**src/rtl/t05_htree_builder.sv**
```systemverilog
// t05_htree_builder: writes one Huffman merge node per request, then rewrites child records of merged sum nodes.
// Ports: clk/rst (async active-high); in_valid_i/in_ready_o/least1_i/least2_i/sum_i request;
// wr_valid_i/o wr_ready_i/wr_addr_o/wr_data_o node SRAM write; rd_req_o/rd_addr_o/rd_valid_i/rd_data_i child read;
// merge_done_o pulse, tree_done_o and err_o sticky levels, node_count_o internal nodes created.
module t05_htree_builder #(
  parameter int IDX_W = 7,
  parameter int SUM_W = 46,
  parameter int RD_TIMEOUT = 15,
  localparam int ENT_W = IDX_W + 2,
  localparam int NODE_W = IDX_W + 2*ENT_W + SUM_W
) (
  input  logic              clk,
  input  logic              rst,
  input  logic              in_valid_i,
  output logic              in_ready_o,
  input  logic [ENT_W-1:0]  least1_i,
  input  logic [ENT_W-1:0]  least2_i,
  input  logic [SUM_W-1:0]  sum_i,
  output logic              wr_valid_o,
  input  logic              wr_ready_i,
  output logic [IDX_W-1:0]  wr_addr_o,
  output logic [NODE_W-1:0] wr_data_o,
  output logic              rd_req_o,
  output logic [IDX_W-1:0]  rd_addr_o,
  input  logic              rd_valid_i,
  input  logic [2*ENT_W-1:0] rd_data_i,
  output logic              merge_done_o,
  output logic              tree_done_o,
  output logic              err_o,
  output logic [IDX_W-1:0]  node_count_o
);
  localparam int WT_W = $clog2(RD_TIMEOUT + 1);
  localparam logic [ENT_W-1:0] NULL_E = {2'b11, {IDX_W{1'b0}}};
  typedef enum logic [2:0] {IDLE, WR_NODE, RD1, WB1, RD2, WB2, DONE} state_t;
  state_t state_q;
  logic [ENT_W-1:0] l1_q, l2_q;
  logic [WT_W-1:0] wait_q;
  logic sn1, sn2, one_null;
  // A sum-node child is flagged by the top entry bit; NULL shares that bit but has no record.
  assign sn1 = l1_q[ENT_W-1] && (l1_q != NULL_E);
  assign sn2 = l2_q[ENT_W-1] && (l2_q != NULL_E);
  assign one_null = (l1_q == NULL_E) || (l2_q == NULL_E);
  assign in_ready_o = (state_q == IDLE) && !tree_done_o && !err_o;
  always_ff @(posedge clk or posedge rst)
    if (rst) begin
      state_q <= IDLE;
      l1_q <= '0;
      l2_q <= '0;
      wait_q <= '0;
      node_count_o <= '0;
      wr_valid_o <= 1'b0;
      wr_addr_o <= '0;
      wr_data_o <= '0;
      rd_req_o <= 1'b0;
      rd_addr_o <= '0;
      merge_done_o <= 1'b0;
      tree_done_o <= 1'b0;
      err_o <= 1'b0;
    end else begin
      merge_done_o <= 1'b0;
      case (state_q)
        IDLE:
          if (in_valid_i && in_ready_o) begin
            l1_q <= least1_i;
            l2_q <= least2_i;
            if (least1_i == NULL_E && least2_i == NULL_E) tree_done_o <= 1'b1;
            else if (node_count_o == '1) err_o <= 1'b1;
            else begin
              state_q <= WR_NODE;
              wr_valid_o <= 1'b1;
              wr_addr_o <= node_count_o;
              wr_data_o <= {node_count_o, least1_i, least2_i, sum_i};
            end
          end
        WR_NODE:
          if (wr_ready_i) begin
            wr_valid_o <= 1'b0;
            node_count_o <= node_count_o + IDX_W'(1);
            wait_q <= '0;
            if (sn1) begin
              state_q <= RD1;
              rd_req_o <= 1'b1;
              rd_addr_o <= l1_q[IDX_W-1:0];
            end else if (sn2) begin
              state_q <= RD2;
              rd_req_o <= 1'b1;
              rd_addr_o <= l2_q[IDX_W-1:0];
            end else begin
              state_q <= DONE;
              merge_done_o <= 1'b1;
              tree_done_o <= tree_done_o | one_null;
            end
          end
        RD1, RD2:
          if (rd_valid_i) begin
            state_q <= (state_q == RD1) ? WB1 : WB2;
            rd_req_o <= 1'b0;
            wr_valid_o <= 1'b1;
            wr_addr_o <= rd_addr_o;
            wr_data_o <= {rd_addr_o, rd_data_i, {SUM_W{1'b0}}};
          end else if (wait_q == WT_W'(RD_TIMEOUT - 1)) begin
            state_q <= IDLE;
            rd_req_o <= 1'b0;
            err_o <= 1'b1;
          end else wait_q <= wait_q + WT_W'(1);
        WB1, WB2:
          if (wr_ready_i) begin
            wr_valid_o <= 1'b0;
            wait_q <= '0;
            if (state_q == WB1 && sn2) begin
              state_q <= RD2;
              rd_req_o <= 1'b1;
              rd_addr_o <= l2_q[IDX_W-1:0];
            end else begin
              state_q <= DONE;
              merge_done_o <= 1'b1;
              tree_done_o <= tree_done_o | one_null;
            end
          end
        DONE: state_q <= IDLE;
        default: state_q <= IDLE;
      endcase
    end
endmodule

```
**config.mk**
```make
export PLATFORM = sky130hd
export DESIGN_NAME = t05_htree_builder
export DESIGN_NICKNAME = d
export VERILOG_FILES = /design/src/rtl/t05_htree_builder.sv
export SDC_FILE = /design/constraint.sdc
export NUM_CORES = 1
export LEC_CHECK = 0
export ABC_AREA = 1
export CORE_ASPECT_RATIO = 0.75
export CORE_UTILIZATION = 50
export CTS_BUF_LIST = sky130_fd_sc_hd__clkbuf_2 sky130_fd_sc_hd__clkbuf_4 sky130_fd_sc_hd__clkbuf_8
export CTS_CLUSTER_SIZE = 10
export DETAILED_ROUTE_END_ITERATION = 6
export PLACE_DENSITY = 0.85
export SLEW_MARGIN = 20
export SYNTH_ARGS = -nofsm -noshare
export SYNTH_HDL_FRONTEND = slang
export SYNTH_SLANG_ARGS = --single-unit
export TNS_END_PERCENT = 30
```
**constraint.sdc**
```tcl
create_clock -name clk -period 10.45 [get_ports clk]
set_input_delay 2.09 -clock clk [delete_from_list [all_inputs] [get_ports clk]]
set_output_delay 2.09 -clock clk [all_outputs]
set_load 0.02 [all_outputs]
```
==> results of run 1 <==
Yosys cell counts, types with 2 or more instances:
master	n	area share, %
nand4_1	75	7.9
inv_1	85	5.4
dfrtp_1	115	49
o31ai_1	3	0.38
buf_2	23	1.9
clkbuf_1	18	1.1
buf_1	2	0.13
nand3b_1	2	0.25
inv_2	4	0.25
o21ai_0	34	2.9
nand3_1	19	1.6
nand2_1	318	20
ha_1	3	0.63
buf_4	9	1.1
a21oi_1	4	0.34
xor2_1	7	1.0
nor2_1	75	4.8
worst max-delay path by stage:
stage,slack [ns],depth (start not counted),startpoint,endpoint
after floorplan,5.32,1,rst,err_o
after global placement,5.32,10,in_valid_i,wr_data_o[47]
after detailed placement,5.25,10,in_valid_i,wr_data_o[56]
after CTS,5.66,10,in_valid_i,wr_data_o[46]
after global routing,5.38,10,in_valid_i,wr_data_o[27]
final,5.61,10,in_valid_i,wr_data_o[21]
power breakdown:
part | switching [W] | internal [W]
registers | 0.00000232 | 0.000449
clock network | 0.000168 | 0.000205
logic | 0.0000318 | 0.0000370
metrics by stage:
step	worst slack (ns)	total power, W	area [µm²]	instances	utilization [%]
2_1_floorplan	5.316	0.0004851	5919	804	-
3_3_place_gp	5.319	0.0005281	7759	1104	67.05
5_1_grt	5.376	0.0009266	8107	1132	70.06
3_5_place_dp	5.254	0.0005287	7759	1104	67.05
4_1_cts	5.662	0.0008983	8107	1132	70.06
6_report	5.607	0.0008935	8107	1132	70.06
layout make-up:
cell class                      count  area, µm²
Sequential cell                   115       2878
Tap cell                          162      202.7
Timing Repair Buffer              190       1887
Inverter                           89      336.6
Fill cell                         961       3465
Multi-Input combinational cell    548       2455
Clock buffer                       22      290.3
Clock inverter                      6      57.56
per-layer routing:
layer	share of wire (%)	vias up
met4	0.70	0
met1	46	2714
met5	0	-
met2	45	264
li1	-	2832
met3	8.6	14
cell families after synthesis:
kind of cell,after synthesis
AOI/OAI and AO/OA,44
xor gates and xnor gates,8
adders and majority gates,3
buffers and inverters,141
DFF,115
and+or+nand+nor,493
critical path: stages:
cell	delay [ns]
clkdlybuf4s50_1	0.47
inv_1	0.06
nor3_2	0.16
buf_4	0.30
nand2_1	0.12
nand2_2	0.07
buf_4	0.59
nand3_4	0.85
nand2_1	0.25
nand2_1	0.10
state kept, by name (all words and copies together) (netlist names):
name	count
node_count_o	7
merge_done_o	1
err_o	1
tree_done_o	1
state_q	3
rd_addr_o	7
wait_q	4
wr_valid_o	1
wr_addr_o	7
l1_q	9
l2_q	9
rd_req_o	1
wr_data_o	64
==> impl_results.md, run 1 <==
- Clock buffer depth: 2
- Final TNS setup: 0 ns
- PortBufs: 184
- Sequential share of the synthesized area: 48.62%
- Peak VDD IR: 0.07914 mV
- CP Capture Type: flop
- Max Fclk: 206.5 MHz
- Leakage: 4.201 nW
- Vias in the first global route: 5159
- Die Wd: 127.6 µm
- Number of enable flip-flop cells after synthesis: 0
- Final nets: ~1100
- Synthesized flop and latch total: roughly 120
- Crit-path max FO: 75
- Slew @ Worst Pin: around 0.93 ns
- Vias: around 5800
- Syn_area_per_cell: 7.362 µm²
- Unique masters post-synth: 25
- Synth Area in Compound Gates: 4.101%
- Met3 Use GR: 6.504%
- Synth Area in Adders: 0.6341%
- Cts hold-fix bufs: 0
- Startpoint class of the critical path: input pin
- Hold depth: 2
- CTS Root Cell: clkbuf_8
- Setup Buffers After CTS: 0
- Fin. Hold Viols: 0
- Min Hold Slack: approximately 0.47 ns
- Die Ht: 96.23 µm
- Final RePlAce weighted congestion: 0.8826
- XOR/XNOR Fraction of Synth Area: 1.184%
- Post-Synth Simple-Gate Area: between 30% and 40%
- R2r startpoint: state_q[2]
- Worst-Skew Late Latency: 0.42 ns
- M2 GR Usage: 43.44%
- Hold Startpoint: wr_data_o[43]
- Initial antenna violation count: 0
- H-tree depth: 4
- Routed Antenna Nets: 0
- Final Setup Violations: 0
- Max-Cap Viols: 0
- Layout area overhead: 36.95%
- Mapped Nets: about 900
- TritonCTS Buffers: 17
- Io pins: 185
- Drt total wl: ~17000 µm
- Pin count of the biggest net entering global routing: 76
- Row cnt: 34
- WL per Instance: about 15 µm
- Remaining DRCs: 0
- TritonCTS Sinks: 115
- Most common cell after layout, fill and taps aside: nand2_1
- Met1 GRT Util: 40.23%
- Worst slew margin: 38.01%
- Main combinational cell family by area after synthesis: simple AND/OR/NAND/NOR gates
- Drt first pass iters: 5
- Status: finished clean
- WS Path Type: in -> reg
- All-Layer GR Usage: 28.11%
- Flop2flop setup slack: roughly 6.3 ns
- Ys async rst share: 100.0%
- Initial core utilization: 51.16%
- Starting DRT DRC Count: 434
- Skew final: 0.007231 ns
- Clock transition at path regs: 0.06 ns
- CTS tree: built
- FF-to-FF path depth: 10
- Required time of the critical path: 10.75 ns
- Synthesized area: 5919 µm²
- Post-Syn Instances: 804
- Vias per inst: 5.145
- Mux share of post-synthesis cell area: 0%
- Busiest layer in global routing: met2
- Global route overflow: 0
- Core Box Area: 11570 µm²
- RSZ-0062 raised after global routing: no
- Layout cells sized above 1: under 10%
- Post-CTS resize count: 0
- RR Endpoint: wr_data_o[21]
- Die area: 12280 µm²
- Min-Delay Endpoint: wr_data_o[43]
- Most frequent cells in the layout: nand2_1 (316), clkdlybuf4s50_1 (184), dfrtp_1 (115), inv_1 (84)
- Critical Path AT: ~5.1 ns
- Final Max Slew Viols: 0
- HP Class: reg -> reg
- Fin crit share: 46.35%
- Prevailing post-synth register cell: dfrtp_1
- First-pass GRT wire length: around 26000 µm
- Yosys Warn Count: 0
- Final min period: 4.843 ns
- Ant diodes: 0
- Power Density: 110.2 nW/µm²
- Final HPWL DP: 11190 µm
(Power assumes the default switching activity.)
==> run 2: changes to the inputs <==
Settings changed: CORE_UTILIZATION 50 to 44, PLACE_DENSITY 0.85 to 0.79.
Clock period 10.45 ns to 4.3 ns, I/O delays scaled along.
==> run 2 against run 1 <==
Die area rose by 13%. Clock skew rose by 0.0070 ns. Cell area rose by 1.6%. Core utilization fell by 7.0 points. Routed wire length rose by 1.3%. Sequential share of layout area fell by 0.54 points. Final cell count rose by 0.97%. Critical path depth fell by 6. Combinational power rose by 140%. Highest routed layer unchanged. Via count fell by 0.29%. Critical path type is now reg -> out.
==> impl_results.md, run 2 (synthesis results as in run 1) <==
- Global route overflow: 0 (unchanged)
- Vias: 5807 (-0.29%)
- Critical Path AT: 1.96 ns (-3.18 ns)
- Ant diodes: 0 (unchanged)
- Most frequent cells in the layout: nand2_1 (316), clkdlybuf4s50_1 (184), dfrtp_1 (115), inv_1 (84)
- Top reg by flops: wr_data_o
- Slew @ Worst Pin: 0.8218 ns (-0.1080 ns)
- Post-CTS resize count: 0 (unchanged)
- Setup Buffers After CTS: 0 (unchanged)
- Vias in the first global route: 5286 (+2.5%)
- Area of the multi-input gates: 2455 µm² (unchanged)
- Tot Pwr: 0.002415 W (+170%)
- TritonCTS Buffers: 17 (unchanged)
- Max-Cap Viols: 0 (unchanged)
- Layout cells sized above 1: 5.041% (+0.20 points)
- Post-layout util: 63.03% (-7.0 points)
- Final TNS setup: 0 ns (unchanged)
- CP Capture Type: output pin
- Drt first pass iters: 5 (unchanged)
- First-pass GRT wire length: 26730 µm (+1.3%)
- Clock buffer depth: 2 (unchanged)
- Final min period: between 2 and 3 ns
- Startpoint class of the critical path: flop
- Skew final: 0.01422 ns (+0.006990 ns)
- Die Wd: 135.9 µm (+6.5%)
- Initial core utilization: 45.32% (-5.8 points)
- Switching Share: 21.26% (-1.4 points)
- WS Path Type: reg -> out
- Final Max Slew Viols: 0 (unchanged)
- Comb power frac: 6.9% (-0.8 points)
- All-Layer GR Usage: 25.03% (-3.1 points)
- Fin. Hold Viols: 0 (unchanged)
- Pint: 0.001902 W (+180%)
- Leakage: 4.251 nW (+1.2%)
- FF+latch area: 2878 µm² (unchanged)
- Drt total wl: 16750 µm (+1.3%)
- Crit-path max FO: 7 (-91%)
- R2r startpoint: state_q[1]
- Die area: 13930 µm² (+13%)
- Power Density: 293.4 nW/µm² (+170%)
- Final nets: 1051 (unchanged)
- Core Box Area: 13060 µm² (+13%)
- Remaining DRCs: 0 (unchanged)
- Sw Pwr: 0.0005136 W (+150%)
- H-tree depth: 4 (unchanged)
- Fin crit share: between 60% and 70%
- Largest regs: wr_data_o x64, l1_q x9, l2_q x9
- Most common cell after layout, fill and taps aside: nand2_1
- Status: finished clean
- Required time of the critical path: 3.44 ns (-7.31 ns)
- RSZ-0062 raised after global routing: no
- Cells after DPL: 1113 (+0.82%)
- Die Ht: 102.5 µm (+6.5%)
- Final RePlAce weighted congestion: 0.9184 (+4.1%)
- Hold Startpoint: wr_data_o[20]
- TritonCTS Sinks: 115 (unchanged)
- Starting DRT DRC Count: 488 (+12%)
- Worst-Skew Late Latency: 0.43 ns (about the same)
- PortBufs: 184 (unchanged)
- Layout area overhead: 39.08%
- Filler cells: 1151 (+20%)
- Pin count of the biggest net entering global routing: 75 (-1.3%)
- Sequential Power Share: 45.4% (-5.2 points)
- Min Hold Slack: 0.4730 ns (+0.002451 ns)
- CTS Root Cell: clkbuf_8
- WL per Instance: 14.66 µm (+0.29%)
- CTS tree: built
- Vias per inst: 5.080 (-1.3%)
- Clk network pwr share: 47.6% (+5.9 points)
- Io pins: 185 (unchanged)
- Max FFs per register: 64 (unchanged)
- HP Class: reg -> reg
- Final HPWL DP: 11300 µm (+0.95%)
- Non-filler cells, final: 1143 (+0.97%)
- Worst Setup SP: state_q[1]
- Clock transition at path regs: 0.07 ns (about the same)
- Final Setup Violations: 0 (unchanged)
- Peak VDD IR: 0.2080 mV (+160%)
- Row cnt: 36 (+5.9%)
- Cts hold-fix bufs: 0 (unchanged)
- Max Fclk: 354.3 MHz
- Routed Antenna Nets: 0 (unchanged)
- Worst slew margin: 45.21% (+7.2 points)
- Initial antenna violation count: 0 (unchanged)
-- run 2: changes by cell type in the layout (fill, tap and decap cells not counted) --
cell	delta
clkbuf_8	-1
buf_4	-1
buf_12	+1
clkinv_2	-1
clkbuf_4	-1
clkinv_4	+1
bufinv_16	+4
-- run 2: final timing paths --
| path | endpoint | slack (ns) | cells past startpoint |
|---|---|---|---|
| worst max-delay path | in_ready_o | 1.48 | 4 |
| worst min-delay path | wr_data_o[20] | 0.47 | 2 |
| worst max register to register | wr_valid_o | 1.75 | 10 |
| worst min register to register | wr_data_o[20] | 0.47 | 2 |
| max in group asynchronous | l2_q[8] | 2.67 | 3 |
| min in group asynchronous | wr_data_o[45] | 0.86 | 2 |
-- run 2: layer usage --
metal	share of wire (%)	global-route usage [%]
met4	0.76	6.581
met2	45	37.87
met3	8.5	6.944
met5	0	0
met1	45	35.39
-- run 2: cell type report --
class,instances,share of cell area [%]
clock buffers,20,3.267
clock inverters,10,2.204
inverters,89,4.088
multi-input cells,548,29.82
flip-flops and latches,115,34.95
well taps,171,2.599
repair buffers,190,23.07
-- run 2: metrics by stage --
step	setup slack, ns	area [µm²]
floorplan	0.3959	5919
global placement	1.168	7782
detailed placement	1.111	7782
CTS	1.468	8233
global route	1.403	8233
finish	1.477	8233
-- run 2: worst max-delay path, stage by stage (launching register included) --
cell and delay (ns):
dfrtp_1 0.48, nor2_2 0.15, nand2_1 0.16, nor2_1 0.14, clkdlybuf4s50_1 0.61
-- run 2: power by group through the flow --
| stage | combinational, W | sequential, W | clock (W) |
|---|---|---|---|
| 2_1_floorplan | 0.0000625 | 0.00112 | 0 |
| 6_report | 0.000168 | 0.00110 | 0.00115 |
| 5_1_grt | 0.000187 | 0.00110 | 0.00122 |
| 4_1_cts | 0.000169 | 0.00110 | 0.00117 |
| 3_3_place_gp | 0.000168 | 0.00112 | 0 |
| 3_5_place_dp | 0.000168 | 0.00112 | 0 |
==> run 3: changes to the inputs <==
Settings changed: CORE_UTILIZATION 44 to 48, PLACE_DENSITY 0.79 to 0.82.
Clock period 4.3 ns to 2.7 ns, I/O delays scaled along.
==> run 3 against run 2 <==
Power rose by 53%. Largest power group is now registers. Clock skew decreased by 0.0022 ns. Critical path type unchanged. Register-to-register slack lost 1.3 ns. Non-clock buffer count increased by 7.
==> impl_results.md, run 3 (synthesis results as in run 1) <==
- Non-filler cells, final: 1143 (unchanged)
- Vias per inst: 5.121 (+0.79%)
- Clock buffer depth: 2 (unchanged)
- Largest regs: wr_data_o x64, l1_q x9, l2_q x9
- Tot Pwr: 0.003693 W (+53%)
- Vias in the first global route: 5558 (+5.1%)
- Cells after DPL: 1111 (-0.18%)
- CTS Root Cell: clkbuf_8
- Max-Cap Viols: 0 (unchanged)
- Die area: 12780 µm² (-8.2%)
- Leakage: 4.275 nW (+0.57%)
- Starting DRT DRC Count: 428 (-12%)
- Worst slew margin: 45.12% (-0.091 points)
- HP Class: reg -> reg
- Layout cells sized above 1: 5.912% (+0.87 points)
- TritonCTS Sinks: 115 (unchanged)
- All-Layer GR Usage: 28.18% (+3.1 points)
- CP Capture Type: output pin
- Filler cells: 978 (-15%)
- Final nets: 1058 (+0.67%)
- Power Density: 446.2 nW/µm² (+52%)
- Required time of the critical path: 2.16 ns (-1.28 ns)
- Global route overflow: 0 (unchanged)
- Crit-path cells: nor2_2 > nand2_1 > nor2_1 > clkdlybuf4s50_1
- Pin count of the biggest net entering global routing: 116 (+55%)
- Post-layout util: 70.24% (+7.2 points)
- Top reg by flops: wr_data_o
- Drt first pass iters: 5 (unchanged)
- WL per Instance: 14.95 µm (+2.0%)
- Startpoint class of the critical path: flop
- Skew final: 0.01201 ns (-0.002210 ns)
- Family with the most delay on the worst path: buffers and inverters
- Critical Path AT: 1.98 ns (+0.02 ns)
- Status: finished clean
- Most frequent cells in the layout: nand2_1 (316), clkdlybuf4s50_1 (184), dfrtp_1 (115), inv_1 (84)
- Critical-path top delay cell: clkdlybuf4s50_1
- Remaining DRCs: 0 (unchanged)
- Final RePlAce weighted congestion: 0.9127 (-0.62%)
- Setup Buffers After CTS: 0 (unchanged)
- Final TNS setup: 0 ns (unchanged)
- Final min period: between 2 and 3 ns
- Slew @ Worst Pin: 0.8232 ns (+0.001363 ns)
- Clock transition at path regs: 0.07 ns (about the same)
- Post-CTS resize count: 0 (unchanged)
- Io pins: 185 (unchanged)
- Ant diodes: 0 (unchanged)
- Worst path bufs/invs: 1 (unchanged)
- Cts hold-fix bufs: 0 (unchanged)
- Die Wd: 130.2 µm (-4.2%)
- Fin crit share: 93.21%
- Crit path largest cell delay: 0.62 ns (about the same)
- Initial core utilization: 50.23% (+4.9 points)
- RSZ-0062 raised after global routing: no
- Layout area overhead: 39.82%
- Core Box Area: 11780 µm² (-9.8%)
- Most common cell after layout, fill and taps aside: nand2_1
- Vias: 5853 (+0.79%)
- Final Setup Violations: 0 (unchanged)
- Routed Antenna Nets: 0 (unchanged)
- Worst-Skew Late Latency: 0.44 ns (about the same)
- Die Ht: 98.17 µm (-4.2%)
- Crit-path max FO: 7 (unchanged)
- Initial antenna violation count: 0 (unchanged)
- WS Path Type: reg -> out
- TritonCTS Buffers: 17 (unchanged)
- Min Hold Slack: 0.4716 ns (-0.001383 ns)
- Final Max Slew Viols: 0 (unchanged)
- Area of the multi-input gates: 2455 µm² (unchanged)
- First-pass GRT wire length: 27760 µm (+3.8%)
- Drt total wl: 17090 µm (+2.0%)
- Fin. Hold Viols: 0 (unchanged)
- H-tree depth: 4 (unchanged)
- Final HPWL DP: 11520 µm (+2.0%)
- FF+latch area: 2878 µm² (unchanged)
- PortBufs: 184 (unchanged)
- CTS tree: built
- Max Fclk: 397.4 MHz
- Max FFs per register: 64 (unchanged)
- Row cnt: 34 (-5.6%)
- Peak VDD IR: 0.3038 mV (+46%)
## run 3: changes by cell type in the layout (fill, tap and decap cells not counted), sizes merged
cell	previous run	this run
bufinv	5	3
clkbuf	20	19
buf	6	13
clkinvlp	1	4
clkinv	4	6
## run 3: power by group
group | leakage (nW) | total (W) | switching (W) | internal, W
Sequential | 1.52 | 0.00175 | 0.00000942 | 0.00174
Clock | 0.205 | 0.00168 | 0.000734 | 0.000945
Combinational | 2.55 | 0.000267 | 0.000122 | 0.000145
Total | 4.28 | 0.00369 | 0.000865 | 0.00283
## run 3: worst min-delay path, stage by stage, from the launching register on
cell and delay (ns):
dfrtp_1 0.34, nand2_1 0.05, nand2_1 0.05
## run 3: final timing paths
| check | slack, ns | depth (start not counted) | start | end |
|---|---|---|---|---|
| max in group asynchronous | 1.60 | 3 | rst | wr_data_o[44] |
| min in group asynchronous | 0.64 | 3 | rst | node_count_o[3] |
| max reg2reg | 0.49 | 8 | state_q[2] | wr_data_o[47] |
| max | 0.18 | 4 | state_q[1] | in_ready_o |
| min | 0.47 | 2 | wr_data_o[50] | wr_data_o[50] |
| min reg2reg | 0.47 | 2 | wr_data_o[50] | wr_data_o[50] |
## run 3: cell type report
type / instances / share of cell area [%]
Sequential cell: 115 / 34.77
Multi-Input combinational cell: 548 / 29.66
Timing Repair Buffer: 197 / 24.04
Inverter: 89 / 4.082
Clock buffer: 19 / 3.084
Tap cell: 162 / 2.449
Clock inverter: 13 / 1.920
## run 3: metal layers
layer  vias up  share of wire, %  GRT usage [%]
li1       2858                 -              -
met1      2685                45          39.88
met2       286                45          42.02
met3        24               8.9          7.452
met4         0               1.3          8.855
met5         -                 0              0
## run 3: stage by stage
step,area (µm²),worst slack [ns]
after global routing,8277,0.1204
after global placement,7863,0.2728
after floorplan,5923,0.7606
final,8277,0.1834
after detailed placement,7863,0.2282
after CTS,8277,0.1837
